<file path="src/rtl/nes_pkg.sv">
// nes_pkg -- constants and types shared by the NES-side blocks.
//   dma_state_t          : sprite-DMA controller state encoding
//   DMA_REG_ADDR_DEFAULT : CPU address of the OAMDMA register
//   OAM_SIZE             : bytes in primary OAM
package nes_pkg;

    typedef enum logic [2:0] {
        ST_IDLE  = 3'd0,
        ST_HALT  = 3'd1,
        ST_ALIGN = 3'd2,
        ST_READ  = 3'd3,
        ST_WRITE = 3'd4
    } dma_state_t;

    localparam logic [15:0] DMA_REG_ADDR_DEFAULT = 16'h4014;
    localparam int          OAM_SIZE             = 256;

endpackage

</file>
<file path="src/rtl/oam_dma.sv">
// oam_dma_ctrl -- NES sprite DMA: copies XFER_LEN bytes from CPU page P
// into OAM starting at OAMADDR, halting the CPU while it runs.
//
// Build option: define OAM_DMA_ALIGN_EN to build the CPU-cycle parity bit
// and the ALIGN state (513 or 514 halted cycles). Without it the transfer
// is always 513 CPU cycles.
//
// Ports
//   CLOCK_50, reset        : clock (rising edge), async active-high reset
//   cpu_ce                 : one-clock pulse per CPU cycle boundary
//   cpu_we/addr/wdata      : CPU bus write (qualified by cpu_ce)
//   oam_base               : OAMADDR, latched at trigger
//   mem_addr/mem_rd/rdata  : source-memory read port
//   oam_addr/data_in/we    : OAM write port
//   oam_dma                : transfer in progress (rdy = ~oam_dma at top)
//   dma_done               : one-clock pulse after the last OAM write
module oam_dma_ctrl
    import nes_pkg::*;
#(
    parameter logic [15:0] DMA_REG_ADDR = DMA_REG_ADDR_DEFAULT,
    parameter int          XFER_LEN     = OAM_SIZE
) (
    input  logic        CLOCK_50,
    input  logic        reset,
    input  logic        cpu_ce,
    input  logic        cpu_we,
    input  logic [15:0] cpu_addr,
    input  logic [7:0]  cpu_wdata,
    input  logic [7:0]  oam_base,
    output logic [15:0] mem_addr,
    output logic        mem_rd,
    input  logic [7:0]  mem_rdata,
    output logic [7:0]  oam_addr,
    output logic [7:0]  oam_data_in,
    output logic        oam_we,
    output logic        oam_dma,
    output logic        dma_done
);

    localparam logic [8:0] LAST_IDX = 9'(XFER_LEN - 1);

    dma_state_t state_q, state_d;
    logic [8:0] idx_q,   idx_d;
    logic [7:0] page_q,  page_d;
    logic [7:0] base_q,  base_d;
    logic [7:0] data_q,  data_d;
    logic       oam_dma_q, oam_dma_d;
    logic       done_q,    done_d;
    logic       trigger;

`ifdef OAM_DMA_ALIGN_EN
    // Parity of the current CPU cycle; flips on every cpu_ce.
    logic parity_q, parity_d;
    assign parity_d = cpu_ce ? ~parity_q : parity_q;
`endif

    assign trigger = cpu_ce & cpu_we & (cpu_addr == DMA_REG_ADDR);

    always_comb begin
        state_d   = state_q;
        idx_d     = idx_q;
        page_d    = page_q;
        base_d    = base_q;
        data_d    = data_q;
        oam_dma_d = oam_dma_q;
        done_d    = 1'b0;
        case (state_q)
            ST_IDLE: begin
                // Writes to the register are only honoured here, so a
                // second write mid-transfer is simply dropped.
                if (trigger) begin
                    state_d   = ST_HALT;
                    page_d    = cpu_wdata;
                    base_d    = oam_base;
                    idx_d     = '0;
                    oam_dma_d = 1'b1;
                end
            end
            ST_HALT: begin
                if (cpu_ce) begin
`ifdef OAM_DMA_ALIGN_EN
                    // Dummy cycle landed on an odd cycle: burn one more so
                    // reads fall on the proper half of the CPU cycle pair.
                    state_d = parity_q ? ST_ALIGN : ST_READ;
`else
                    state_d = ST_READ;
`endif
                end
            end
            ST_ALIGN: begin
                if (cpu_ce) state_d = ST_READ;
            end
            ST_READ: begin
                if (cpu_ce) begin
                    data_d  = mem_rdata;
                    state_d = ST_WRITE;
                end
            end
            ST_WRITE: begin
                if (cpu_ce) begin
                    if (idx_q == LAST_IDX) begin
                        state_d   = ST_IDLE;
                        oam_dma_d = 1'b0;
                        done_d    = 1'b1;
                    end else begin
                        idx_d   = idx_q + 9'd1;
                        state_d = ST_READ;
                    end
                end
            end
            default: state_d = ST_IDLE;
        endcase
    end

    always_ff @(posedge CLOCK_50 or posedge reset) begin
        if (reset) begin
            state_q   <= ST_IDLE;
            idx_q     <= '0;
            page_q    <= '0;
            base_q    <= '0;
            data_q    <= '0;
            oam_dma_q <= 1'b0;
            done_q    <= 1'b0;
        end else begin
            state_q   <= state_d;
            idx_q     <= idx_d;
            page_q    <= page_d;
            base_q    <= base_d;
            data_q    <= data_d;
            oam_dma_q <= oam_dma_d;
            done_q    <= done_d;
        end
    end

`ifdef OAM_DMA_ALIGN_EN
    always_ff @(posedge CLOCK_50 or posedge reset) begin
        if (reset) parity_q <= 1'b0;
        else       parity_q <= parity_d;
    end
`endif

    // Port outputs decode from registered state, so they are all zero in
    // reset/IDLE. oam_we is qualified by cpu_ce to give one write pulse
    // at the close of each WRITE cycle.
    assign mem_rd      = (state_q == ST_READ);
    assign mem_addr    = mem_rd ? {page_q, idx_q[7:0]} : 16'h0000;
    assign oam_we      = (state_q == ST_WRITE) & cpu_ce;
    assign oam_addr    = (state_q == ST_WRITE) ? (base_q + idx_q[7:0]) : 8'h00;
    assign oam_data_in = (state_q == ST_WRITE) ? data_q : 8'h00;
    assign oam_dma     = oam_dma_q;
    assign dma_done    = done_q;

endmodule

</file>
<file path="config.mk">
export PLATFORM = sky130hd
export DESIGN_NAME = oam_dma_ctrl
export DESIGN_NICKNAME = d
export VERILOG_FILES = /design/src/rtl/nes_pkg.sv /design/src/rtl/oam_dma.sv
export SDC_FILE = /design/constraint.sdc
export NUM_CORES = 1
export LEC_CHECK = 0
export CAP_MARGIN = 20
export CORE_MARGIN = 2
export CORE_UTILIZATION = 49
export DETAILED_ROUTE_END_ITERATION = 10
export PLACE_DENSITY = 0.86
export SLEW_MARGIN = 10
export SYNTH_ARGS = -nofsm -noshare
export SYNTH_HDL_FRONTEND = slang
export SYNTH_SLANG_ARGS = --single-unit
</file>
<file path="constraint.sdc">
create_clock -name CLOCK_50 -period 3.79 [get_ports CLOCK_50]
set_input_delay 0.5685 -clock CLOCK_50 [delete_from_list [all_inputs] [get_ports CLOCK_50]]
set_output_delay 0.5685 -clock CLOCK_50 [all_outputs]
set_load 0.01 [all_outputs]
</file>
# Yosys cells after proc, flatten, opt, wreduce, memory -nomap -nowiden
# Cells that the tools add are included.
# totals
regBits	38
inputBits	44
output_inout_bits	36
word_cells	52
# classes
add_sub_neg	2
eq_ne	12
muxes	20
bitwise	3
n_reduce_logical	8
# op_table
operator	n
$mux 9	3
$pmux 9 s2	1
$eq 16x15->1 const B	1
$mux 16	1
$mux 8	2
$mux 3	4
$pmux 3 s4	1
$reduce_and 4->1	3
$ne 2x2->1 const B	5
$add 9x1->9 const B	1
$eq 9x8->1 const B	1
$add 8x8->8	1
$eq 3x2->1 const B	2
$mux 1	6
$reduce_and 2->1	2
$and 1x1->1	3
$eq 3x1->1 const B	1
$eq 3x3->1 const B	1
$logic_not 3->1	1
$mux 2	1
$ne 2x1->1 const B	1
$pmux 1 s2	1
$reduce_bool 2->1	1
$reduce_or 2->1	1

# Longest topological paths before layout
# logic_depth
word_depth	4
mapped_depth	10
ltp_nobuf	8

# Least setup slack after synthesis
# No wires, ideal clock.
# synth_timing
path_kind	register to output
from	register idx_q[1]
to	output port oam_addr[7]
arrival_ns	1.733
setup_slack_ns	1.489
stages_incl_launch_ff	6
path_buffers	0
path_cell_list	dfrtp_1 > ha_1 > a211oi_1 > o21bai_1 > o41ai_1 > mux2i_1
# synth_via
elab_chain_len	2
# synth_lines
item	line_no	rtl
start, declared	oam_dma.sv:43	logic [8:0] idx_q, idx_d;
start signal, assigned	oam_dma.sv:126	idx_q <= idx_d;
$add 8x8->8	oam_dma.sv:148	assign oam_addr = (state_q == ST_WRITE) ? (base_q + idx_q[7:0]) : 8'h00;
$mux 8	oam_dma.sv:148	
end, declared	oam_dma.sv:33	output logic [7:0] oam_addr,
# Every way passes these cells.

# Worst setup path after layout
# Same ends and word-level chain as after synthesis.

==> impl_metrics.env <==
export IMPL_power_ir_vdd_worst_mv=0.249
export IMPL_dominantRegCellSynth="sky130_fd_sc_hd__dfrtp_1"
export IMPL_gp_congestion=0.898
export IMPL_initial_core_util=0.518
export IMPL_clock_tree_root_cell="sky130_fd_sc_hd__clkbuf_8"
export IMPL_cpLargestDelayFamily="compound AO/OA/AOI/OAI gates"
export IMPL_globalRouteTotalUtil=0.218
export IMPL_synth_top_cell_area_share=0.416
export IMPL_syn_to_final_growth_pct=43.3
export IMPL_drt_drc_violations_left=0
export IMPL_detailedRoute_firstIterationViolations=95
export IMPL_finalSetupViolations=0
export IMPL_crit_arrival_ns=2.66
export IMPL_crit_slowest_cell="sky130_fd_sc_hd__clkdlybuf4s50_1"
export IMPL_critical_path_n_buffers_inverters=1
export IMPL_crit_chain="ha_1 > a211oi_1 > o21bai_1 > o41ai_1 > mux2i_1 > clkdlybuf4s50_1"
export IMPL_worstSkewPairLatency_ns=0.29
export IMPL_power_leakage_nw=1.40
export IMPL_layout_drive_gt1_share=0.153
export IMPL_postSynthRegisterBits=38
export IMPL_post_cts_resized_instances=0
export IMPL_routed_wl_mm=5.36
export IMPL_port_buffer_count=79
export IMPL_final_nets=353
export IMPL_synth_cells=217
export IMPL_setup_worst_path_start_class="register"
export IMPL_setup_reg_to_reg_worst_slack_ns=1.36
export IMPL_final_max_slew_viol_count=0
export IMPL_cts_reportedPaths_clkPinSlew_ns=0.07
export IMPL_grt_overflow_total=0
export IMPL_netlist_top_cell_by_area="sky130_fd_sc_hd__dfrtp_1"
export IMPL_worstSetupPathType="reg2out"
export IMPL_ys_warn_count=0
export IMPL_critical_path_max_stage_delay_ns=0.57
export IMPL_rsz0062_at_grt="false"
export IMPL_tritoncts_buffer_count=5
export IMPL_die_y_um=72.3
export IMPL_cts_hold_buffers_added=0
export IMPL_final_setup_skew_ns=0.00450
export IMPL_fmaxAchievable_mhz=310
export IMPL_core_rowCount=24
export IMPL_syn_num_nets=271
export IMPL_timing_worst_slew_pin_value_ns=0.728
export IMPL_cts_sink_count=38
export IMPL_route_vias_total=1916
export IMPL_grt_start_max_net_pins=21
export IMPL_number_of_antenna_violations_at_the_first_check_in_global_routing=0
export IMPL_asyncSetResetFlopFracSynth=1.00
export IMPL_synth_area_mm2=0.00229
export IMPL_timing_hold_violations_final=0
export IMPL_power_density_mw_per_mm2=473
export IMPL_average_wire_length_per_cell_after_detail_routing_um=15.2
export IMPL_grt_first_pass_wirelength_mm=8.80
export IMPL_die_area_mm2=0.00523
export IMPL_finalHoldWorstSlack_ns=0.499
export IMPL_mean_cell_area_of_the_mapped_netlist_um2=10.5
export IMPL_post_dp_hpwl_mm=3.91
export IMPL_die_x_um=72.3
export IMPL_diodes=0
export IMPL_synth_cell_type_count=44
export IMPL_worst_setup_path_end_kind="output port"
export IMPL_tmin_final_ns=3.23
export IMPL_timing_max_cap_violations=0
export IMPL_post_drt_via_cell_ratio=5.44
export IMPL_drtPass1Iterations=6
export IMPL_total_negative_setup_slack_ns=0
export IMPL_max_slew_margin=0.514
export IMPL_ant_nets=0
export IMPL_cts_tree="done"
export IMPL_worst_path_max_fanout=6
export IMPL_synth_edff_count=0
export IMPL_post_cts_buffers=0
export IMPL_cts_root_to_sink_buffers=2
export IMPL_hold_class="reg2reg"
export IMPL_synth_area_leaders="sky130_fd_sc_hd__dfrtp_1 42%, sky130_fd_sc_hd__and2_1 7.4%, sky130_fd_sc_hd__mux2_2 6.9%"
export IMPL_outcome="completed"
export IMPL_synth_yosys_seq_area_share=0.416
export IMPL_grt_pass1_vias=1877
export IMPL_core_region_area_mm2=0.00441
export IMPL_clock_tree_htree_level_count=2
export IMPL_data_required_critical_path_ns=3.22
export IMPL_io_pin_count=80
export IMPL_finalCritPeriodShare=0.852
final timing paths:
path                       startpoint          end  depth (start not counted)
max                          idx_q[1]  oam_addr[7]                          6
min                         data_q[5]    data_q[5]                          1
max reg2reg                state_q[1]     idx_q[7]                          5
min reg2reg                 data_q[5]    data_q[5]                          1
max in group asynchronous       reset    page_q[4]                          3
min in group asynchronous       reset     dma_done                          2
worst reg2reg max path, cell delays in order, from the launching register on:
cell                       delay (ns)
sky130_fd_sc_hd__dfrtp_1         0.48
sky130_fd_sc_hd__nor3b_2         0.62
sky130_fd_sc_hd__buf_4           0.33
sky130_fd_sc_hd__nand3b_1        0.23
sky130_fd_sc_hd__or4_1           0.58
sky130_fd_sc_hd__o211ai_1        0.11
where the power goes:
group          switching (mW)  leakage (nW)  internal [mW]
Combinational           0.232         0.843          0.286
Clock                   0.143        0.0714          0.281
Sequential              0.111         0.489          0.498
logic make-up after synthesis:
kind of cell	synth area share
compound gates	0.0969
xor+xnor	0.0153
fa+ha+maj	0.0580
buf+inv	0.0296
flops	0.416
mux	0.148
simple gates	0.236
final cells by class:
cell class / count / area (um^2)
timing repair buffer: 85 / 836
tap: 52 / 65.1
clock buffer: 6 / 82.6
clock inverter: 2 / 60.1
sequential: 38 / 951
fill: 316 / 1140
multi-input combinational: 165 / 1270
inverter: 4 / 15.0
metal layers:
metal	up-vias	GRT usage	wire [um]
li1	936	-	-
met1	895	0.270	2200
met2	75	0.369	2640
met3	10	0.0583	415
met4	0	0.0755	104
met5	-	0	0
cells in the mapped netlist (4+ instances only):
| cell | n |
|---|---|
| sky130_fd_sc_hd__nor3b_1 | 6 |
| sky130_fd_sc_hd__mux2_4 | 10 |
| sky130_fd_sc_hd__mux2_2 | 14 |
| sky130_fd_sc_hd__dfrtp_1 | 38 |
| sky130_fd_sc_hd__and2_1 | 27 |
| sky130_fd_sc_hd__clkbuf_1 | 5 |
| sky130_fd_sc_hd__nor2_1 | 4 |
| sky130_fd_sc_hd__nand2_1 | 24 |
| sky130_fd_sc_hd__nand3_1 | 7 |
| sky130_fd_sc_hd__o211ai_1 | 5 |
| sky130_fd_sc_hd__ha_1 | 9 |
| sky130_fd_sc_hd__o21ai_0 | 13 |
| sky130_fd_sc_hd__inv_1 | 4 |
flip-flops by register name (all words and copies together) (netlist names):
register	count
page_q	8
oam_dma	1
dma_done	1
idx_q	9
state_q	3
data_q	8
base_q	8
per-stage QoR:
stage | area, um^2 | power (mW) | utilization | cells | worst slack (ns)
5_1_grt | 3280 | 1.65 | 0.742 | 352 | 0.338
2_1_floorplan | 2290 | 0.898 | - | 217 | 1.49
3_5_place_dp | 3130 | 1.13 | 0.710 | 344 | 0.859
4_1_cts | 3280 | 1.55 | 0.742 | 352 | 0.566
3_3_place_gp | 3130 | 1.10 | 0.710 | 344 | 0.927
6_report | 3280 | 1.55 | 0.742 | 352 | 0.562
layout by cell type (no fill, tap or decap), types with 2 or more instances in the layout:
cell type                          n
sky130_fd_sc_hd__or3_1             3
sky130_fd_sc_hd__o31a_1            3
sky130_fd_sc_hd__o21bai_1          2
sky130_fd_sc_hd__nand2_1          24
sky130_fd_sc_hd__nand3b_1          2
sky130_fd_sc_hd__dfrtp_1          38
sky130_fd_sc_hd__mux2_4           10
sky130_fd_sc_hd__bufinv_16         2
sky130_fd_sc_hd__nor2_1            4
sky130_fd_sc_hd__nor2b_1           2
sky130_fd_sc_hd__o211ai_1          5
sky130_fd_sc_hd__clkbuf_8          6
sky130_fd_sc_hd__mux2i_1           3
sky130_fd_sc_hd__a21oi_1           3
sky130_fd_sc_hd__xor2_1            3
sky130_fd_sc_hd__nor3b_1           6
sky130_fd_sc_hd__buf_4             6
sky130_fd_sc_hd__nand3_1           7
sky130_fd_sc_hd__nor4b_1           2
sky130_fd_sc_hd__nor3_1            2
sky130_fd_sc_hd__inv_1             4
sky130_fd_sc_hd__or2_2             3
sky130_fd_sc_hd__mux2_2           14
sky130_fd_sc_hd__o21ai_0          13
sky130_fd_sc_hd__ha_1              9
sky130_fd_sc_hd__clkdlybuf4s50_1  79
sky130_fd_sc_hd__and3_1            2
sky130_fd_sc_hd__and2_1           27
No activity file was read; power rests on OpenSTA's default activity.
